===== src/rtl/sayac_pkg.sv =====
// Shared SAYAC definitions: controller state encoding and the default
// data/address width and memory wait timeout.
package sayac_pkg;

  localparam int unsigned SAYAC_N       = 16;
  localparam int unsigned SAYAC_TIMEOUT = 15;
  // Wide enough for any TIMEOUT in 1..255.
  localparam int unsigned SAYAC_CNT_W   = 8;

  typedef enum logic [2:0] {
    IDLE  = 3'd0,
    READ  = 3'd1,
    WRITE = 3'd2,
    DONE  = 3'd3,
    ERR   = 3'd4
  } sayac_state_t;

endpackage


===== src/rtl/sayac_wait_counter.sv =====
// Wait-cycle counter for the memory controller.
//   clk, rst   : clock, asynchronous active-low reset
//   clear      : synchronous clear to 0 (dominates enable)
//   enable     : increment by one this cycle
//   tc         : high while the count equals TC_VALUE
module sayac_wait_counter #(
  parameter int unsigned W        = 8,
  parameter int unsigned TC_VALUE = 14
) (
  input  logic clk,
  input  logic rst,
  input  logic clear,
  input  logic enable,
  output logic tc
);

  localparam logic [W-1:0] TC = W'(TC_VALUE);

  logic [W-1:0] count;

  always_ff @(posedge clk or negedge rst) begin
    if (!rst) begin
      count <= '0;
    end else if (clear) begin
      count <= '0;
    end else if (enable) begin
      count <= count + 1'b1;
    end
  end

  assign tc = (count == TC);

endmodule


===== src/rtl/sayac_mem_ctrl.sv =====
// SAYAC memory access controller. Accepts one CPU read or write request at a
// time, drives a registered address/data to memory, waits for readyMEM with a
// bounded timeout, and reports completion (selMem) or abandonment (timeoutErr).
//   clk, rst     : clock, asynchronous active-low reset
//   rdReq, wrReq : CPU requests, sampled only in IDLE (read wins on collision)
//   addrIn       : CPU address, dataIn : CPU write data
//   readyMEM     : memory completion strobe, dataMEM : memory read data
//   addrMEM      : registered memory address, dataOutMEM : registered write data
//   readMEM      : high while in READ, writeMEM : high while in WRITE
//   rdData       : captured read data (write-back mux in1)
//   selMem       : one-cycle pulse after a completed read (write-back mux sel1)
//   busy         : high whenever not IDLE
//   timeoutErr   : one-cycle pulse when an access is abandoned
module sayac_mem_ctrl
  import sayac_pkg::*;
#(
  parameter int unsigned N       = SAYAC_N,
  parameter int unsigned TIMEOUT = SAYAC_TIMEOUT
) (
  input  logic         clk,
  input  logic         rst,
  input  logic         rdReq,
  input  logic         wrReq,
  input  logic [N-1:0] addrIn,
  input  logic [N-1:0] dataIn,
  input  logic         readyMEM,
  input  logic [N-1:0] dataMEM,
  output logic [N-1:0] addrMEM,
  output logic [N-1:0] dataOutMEM,
  output logic         readMEM,
  output logic         writeMEM,
  output logic [N-1:0] rdData,
  output logic         selMem,
  output logic         busy,
  output logic         timeoutErr
);

  sayac_state_t state, state_nx;
  logic         op_rd;     // last accepted access was a read
  logic         in_access;
  logic         wait_tc;
  logic         accept;

  assign in_access = (state == READ) || (state == WRITE);
  assign accept    = (state == IDLE) && (rdReq || wrReq);

  // Terminal count is one below TIMEOUT: the cycle in which the counter would
  // reach TIMEOUT is the last one in which readyMEM can still complete.
  sayac_wait_counter #(
    .W        (SAYAC_CNT_W),
    .TC_VALUE (TIMEOUT - 1)
  ) u_wait (
    .clk    (clk),
    .rst    (rst),
    .clear  (!in_access),
    .enable (in_access && !readyMEM),
    .tc     (wait_tc)
  );

  always_ff @(posedge clk or negedge rst) begin
    if (!rst) begin
      state <= IDLE;
    end else begin
      state <= state_nx;
    end
  end

  always_comb begin
    state_nx = state;
    unique case (state)
      IDLE: begin
        if (rdReq) begin
          state_nx = READ;
        end else if (wrReq) begin
          state_nx = WRITE;
        end
      end
      READ, WRITE: begin
        if (readyMEM) begin
          state_nx = DONE;
        end else if (wait_tc) begin
          state_nx = ERR;
        end
      end
      DONE:    state_nx = IDLE;
      ERR:     state_nx = IDLE;
      default: state_nx = IDLE;
    endcase
  end

  always_comb begin
    readMEM    = 1'b0;
    writeMEM   = 1'b0;
    selMem     = 1'b0;
    timeoutErr = 1'b0;
    busy       = (state != IDLE);
    unique case (state)
      READ:    readMEM    = 1'b1;
      WRITE:   writeMEM   = 1'b1;
      DONE:    selMem     = op_rd;
      ERR:     timeoutErr = 1'b1;
      default: ;
    endcase
  end

  always_ff @(posedge clk or negedge rst) begin
    if (!rst) begin
      addrMEM    <= '0;
      dataOutMEM <= '0;
      op_rd      <= 1'b0;
      rdData     <= '0;
    end else begin
      if (accept) begin
        addrMEM    <= addrIn;
        dataOutMEM <= dataIn;
        op_rd      <= rdReq;
      end
      if ((state == READ) && readyMEM) begin
        rdData <= dataMEM;
      end
    end
  end

endmodule


===== config.mk =====
export PLATFORM = sky130hd
export DESIGN_NAME = sayac_mem_ctrl
export DESIGN_NICKNAME = d
export VERILOG_FILES = /design/src/rtl/sayac_pkg.sv /design/src/rtl/sayac_wait_counter.sv /design/src/rtl/sayac_mem_ctrl.sv
export SDC_FILE = /design/constraint.sdc
export NUM_CORES = 1
export LEC_CHECK = 0
export CAP_MARGIN = 5
export CORE_ASPECT_RATIO = 1.75
export CORE_MARGIN = 2
export CORE_UTILIZATION = 38
export CTS_BUF_LIST = sky130_fd_sc_hd__clkbuf_8
export DETAILED_ROUTE_END_ITERATION = 8
export GPL_ROUTABILITY_DRIVEN = 0
export GPL_TIMING_DRIVEN = 0
export HOLD_SLACK_MARGIN = 0.08
export PLACE_DENSITY = 0.73
export SLEW_MARGIN = 20
export SYNTH_ARGS = -nofsm -noshare
export SYNTH_HDL_FRONTEND = slang
export SYNTH_SLANG_ARGS = --single-unit
export TNS_END_PERCENT = 100

===== constraint.sdc =====
create_clock -name clk -period 2.7 [get_ports clk]
set_input_delay 0.54 -clock clk [delete_from_list [all_inputs] [get_ports clk]]
set_output_delay 0.54 -clock clk [all_outputs]
set_load 0.1 [all_outputs]

# Word level (Yosys, flattened, before mapping)

Cells that the tools add are included.

Reduce and logical (&&, ||, !) cells: 10
Multiplexer cells: 11
Eq/ne operators: 8
$add $sub $neg: 1

Operators with widths:

| kind                                                | count |
|---|---|
| two-way mux 8 bit                                   | 2 |
| two-way mux 3 bit                                   | 4 |
| adder 8 x 1 -> 8 bit, second input constant         | 1 |
| equality test 8 x 4 -> 1 bit, second input constant | 1 |
| equality test 3 x 2 -> 1 bit, second input constant | 2 |
| one-hot mux 3 bit (2 select lines)                  | 1 |
| two-way mux 1 bit                                   | 4 |
| equality test 3 x 1 -> 1 bit, second input constant | 1 |
| equality test 3 bit, second input constant          | 1 |
| logical AND 1 bit                                   | 3 |
| logical NOT 3 bit                                   | 1 |
| != test 3 x 2 -> 1 bit, second input constant       | 1 |
| != test 3 bit, second input constant                | 1 |
| nonzero test 3 bit                                  | 1 |
| logical OR 1 bit                                    | 2 |
| != test 2 x 1 -> 1 bit, second input constant       | 1 |
| AND reduction 2 bit                                 | 1 |
| OR reduction 2 bit                                  | 1 |
| logical NOT 1 bit                                   | 1 |

Register bits: 60
Input bits: 53
Output and inout port bits: 53

# Logic depth before layout (Yosys ltp)

Word-level depth: 5
Mapped depth: 7

# By module

Synthesis repeated with hierarchy kept, for this count alone.

Cells, all modules: 174
Area, all modules: 2548.7 um^2

Modules (own cells, without submodules):

| module             | cells each | seq. area each (um^2) | area an instance (um^2) | times used |
|---|---|---|---|---|
| sayac_mem_ctrl     | 132        | 1301.2                | 2122.0                  | 1 |
| sayac_wait_counter | 42         | 200.2                 | 426.7                   | 1 |

# Least setup slack after synthesis

No wires, ideal clock.

Path type: register -> output
Start: register state[0]
End: output timeoutErr
Cell stages (with the launch flop): 3
Slack: -0.578 ns
Data arrival time: 2.738 ns
Path buffers: 1
Cells stage by stage: dfrtp_1 -> buf_2 -> nor3b_1

Longest elaborated chain between the ends: 2

Ends and longest elaborated chain:

| item                   | RTL line             | RTL |
|---|---|---|
| from (decl)            | sayac_mem_ctrl.sv:38 | `sayac_state_t state, state_nx;` |
| from (signal assigned) | sayac_mem_ctrl.sv:64 | `state <= state_nx;` |
| equality test 3 bit    | sayac_mem_ctrl.sv:97 | `unique case (state)` |
| two-way mux 1 bit      | sayac_mem_ctrl.sv:97 |  |
| to (decl)              | sayac_mem_ctrl.sv:35 | `output logic timeoutErr` |

No other way between the ends.

# Worst setup path after layout

Start: register state[2]
End: output selMem

Longest elaborated chain between the ends: 2

Ends and longest elaborated chain:

| item                         | RTL line             | RTL |
|---|---|---|
| equality test 3 x 2 -> 1 bit | sayac_mem_ctrl.sv:97 |  |
| two-way mux 1 bit            | sayac_mem_ctrl.sv:97 |  |
| to (decl)                    | sayac_mem_ctrl.sv:33 | `output logic selMem,` |

No other way between the ends.

==> summary.txt <==
Outcome
  • Outcome: finished clean

Worst setup path
  • Origin of the worst setup path: state[2]$_DFFE_PN0P_
  • Reg2reg start: state[0]$_DFFE_PN0P_
  • CP arrival: 2.05 ns
  • Worst Reg-to-Reg Cells: 6
  • CP Max Fanout: 8
  • Critical Path RT: 2.16 ns
  • Worst Setup Path Type: reg2out
  • CP Capture Type: output pin
  • CP startpoint kind: flop

GRT
  • Total gr overflow: 0
  • Global-route wire length before repair: 9320 microns
  • GR Util All Layers: 16.9%
  • Initial antenna violation count: 0
  • GR Util met2: 29.3%
  • Vias in the first global route: 1908
  • GRT met3 Usage: 4.85%
  • Busiest grt layer: met2
  • Largest net degree at the start of global routing: 56
  • GR Util met1: 17.6%

Yosys
  • Mapped Nets: 234
  • Ys flop type: dfrtp_1
  • Synth async-reset ratio: 100%
  • Cell area after synthesis: 2510 sq um
  • Post-synth top area share: 59.8%
  • Seq cells post-synth: 60
  • Seq/Total Area, Yosys: 59.8%
  • Post-Synthesis Cells: 179
  • Cell taking the most area after synthesis: dfrtp_1
  • Yosys cell types: 35
  • Post-synth EDFFs: 0
  • Top cells by area, synth: dfrtp_1 (60%), mux2_2 (21%), nor2_1 (2.1%)
  • Mean Syn Cell Area: 14.0 sq um
  • Synth warn: 0

Min path
  • HP Start: op_rd$_DFFE_PN0P_
  • Type of the worst min-delay path: reg2reg
  • Hold Path Depth: 1

STA
  • RSZ-0062 raised after global routing: false
  • Crit share post-route: 95.8%
  • Final Max Tran Viols: 0
  • Finish-stage setup viols: 0
  • Final hold violations: 0
  • Setup Skew: 0.00549 ns
  • Worst-Margin Slew: 1.02 ns
  • Worst slew margin: 31.9%
  • Minimum clock period: 2.59 ns
  • Fmax: 387 MHz

Clock tree
  • CTS Sinks: 60
  • Clk buf depth: 2
  • Clock latency on the worst-skew pair: 0.33 ns
  • Postcts setup bufs: 0
  • Clock slew at reported path FFs: 0.06 ns
  • Clock tree root driver cell: clkbuf_8
  • H-tree depth: 3
  • TritonCTS buffer count: 9
  • CTS tree: done

Detailed routing
  • WL/cell: 14.8 microns
  • Via/cell ratio: 4.75
  • Initial DRT Pass Iterations: 4
  • Iter 0 DRT Violations: 94
  • Via Count: 1820
  • Post-route DRC: 0
  • Final WL: 5660 microns
  • Post-DRT Antenna Nets: 0

Layout
  • Final core occ: 60.6%
  • Layout cells sized above 1: 25.2%
  • Antenna diode count: 0
  • Area delta synth->final: 55.4%
  • Design Area, Final: 3910 sq um
  • Most common cell after layout, fill and taps aside: clkdlybuf4s50_1
  • Nets: 352
  • Commonest non-fill, non-tap cells in the layout: clkdlybuf4s50_1 (99), dfrtp_1 (60), mux2_2 (47)
  • Register area: 1500 sq um
  • Area of the multi-input gates: 953 sq um
  • Final-layout fill cell count: 540

Placed design
  • DP HPWL: 4300 microns
  • I/O Buffers: 105
  • Post-DP Area: 3700 sq um

Floorplanning
  • Starting density of the core: 39.0%
  • Die ar.: 7300 sq um
  • Die Wd: 65.5 microns
  • CORE AREA: 6440 sq um
  • I/O pins: 106
  • Row count: 39
  • Die Ht: 112 microns

Run
  • Max cap viols: 0
## what timing repair did
| action | in CTS | in global routing |
|---|---|---|
| endpoints found under the setup margin | 5 | 0 |
| resized for setup | 5 | 0 |
| hold buffers | 1 | 0 |
| endpoints found under the hold margin | 5 | 0 |
## per-layer routing
layer | vias to the layer above | share of wire (%)
li1 | 857 | -
met1 | 894 | 36
met2 | 56 | 56
met3 | 13 | 4.8
met4 | 0 | 3.3
met5 | - | 0
## through the flow
stage | setup TNS (ns) | worst slack, ns | cells | hold WS, ns
final | 0 | 0.114 | 383 | 0.502
after global routing | 0 | 0.00102 | 383 | 0.515
after floorplan | 0 | 0.179 | 179 | 0.244
after global placement | -53.78 | -0.900 | 366 | 0.470
after detailed placement | 0 | 0.168 | 367 | 0.365
after CTS | 0 | 0.0802 | 383 | 0.506
## registers in the layout (all words and copies together), names as in the netlist
| signal | count |
|---|---|
| state | 3 |
| op_rd | 1 |
| rdData | 16 |
| u_wait.count | 8 |
| addrMEM | 16 |
| dataOutMEM | 16 |
## Yosys cell counts (all sizes together) (3+ instances only)
library cell / n
nor3: 5
nor2: 15
nand2: 5
buf: 7
xor2: 3
xnor2: 3
mux2: 49
dfrtp: 60
nor2b: 3
a21oi: 4
## cells by family after synthesis
logic type	after synthesis	share of synthesized area, %
AOI/OAI and AO/OA	11	3.49
muxes	50	22.4
buffers and inverters	10	2.59
xor gates and xnor gates	6	2.09
DFF	60	59.8
adders and majority gates	2	0.996
and+or+nand+nor	40	8.72
## cell type report
type / count / share of cell area (%)
Sequential cell: 60 / 38.4
Clock buffer: 12 / 4.23
Clock inverter: 3 / 0.961
Inverter: 2 / 0.192
Buffer: 8 / 1.47
Multi-Input combinational cell: 109 / 24.4
Tap cell: 82 / 2.63
Timing Repair Buffer: 107 / 27.7
## critical path, cell delays in order, from the launching register on
cell and delay, ns:
dfrtp_1 0.49, nor2b_1 0.21, and3_1 0.17, dlygate4sd2_1 0.85
## final timing paths
path / endpoint / slack, ns
max reg2reg: dataOutMEM[1]$_DFFE_PN0P_ / 0.89
max in group asynchronous: dataOutMEM[0]$_DFFE_PN0P_ / 1.66
min in group asynchronous: u_wait.count[2]$_DFFE_PN0P_ / 0.57
min: op_rd$_DFFE_PN0P_ / 0.50
max: selMem / 0.11
min reg2reg: op_rd$_DFFE_PN0P_ / 0.50
Power is left out: the tool's default activity adds up to more than one toggle a clock period on the data nets, which glitch-free logic cannot reach.
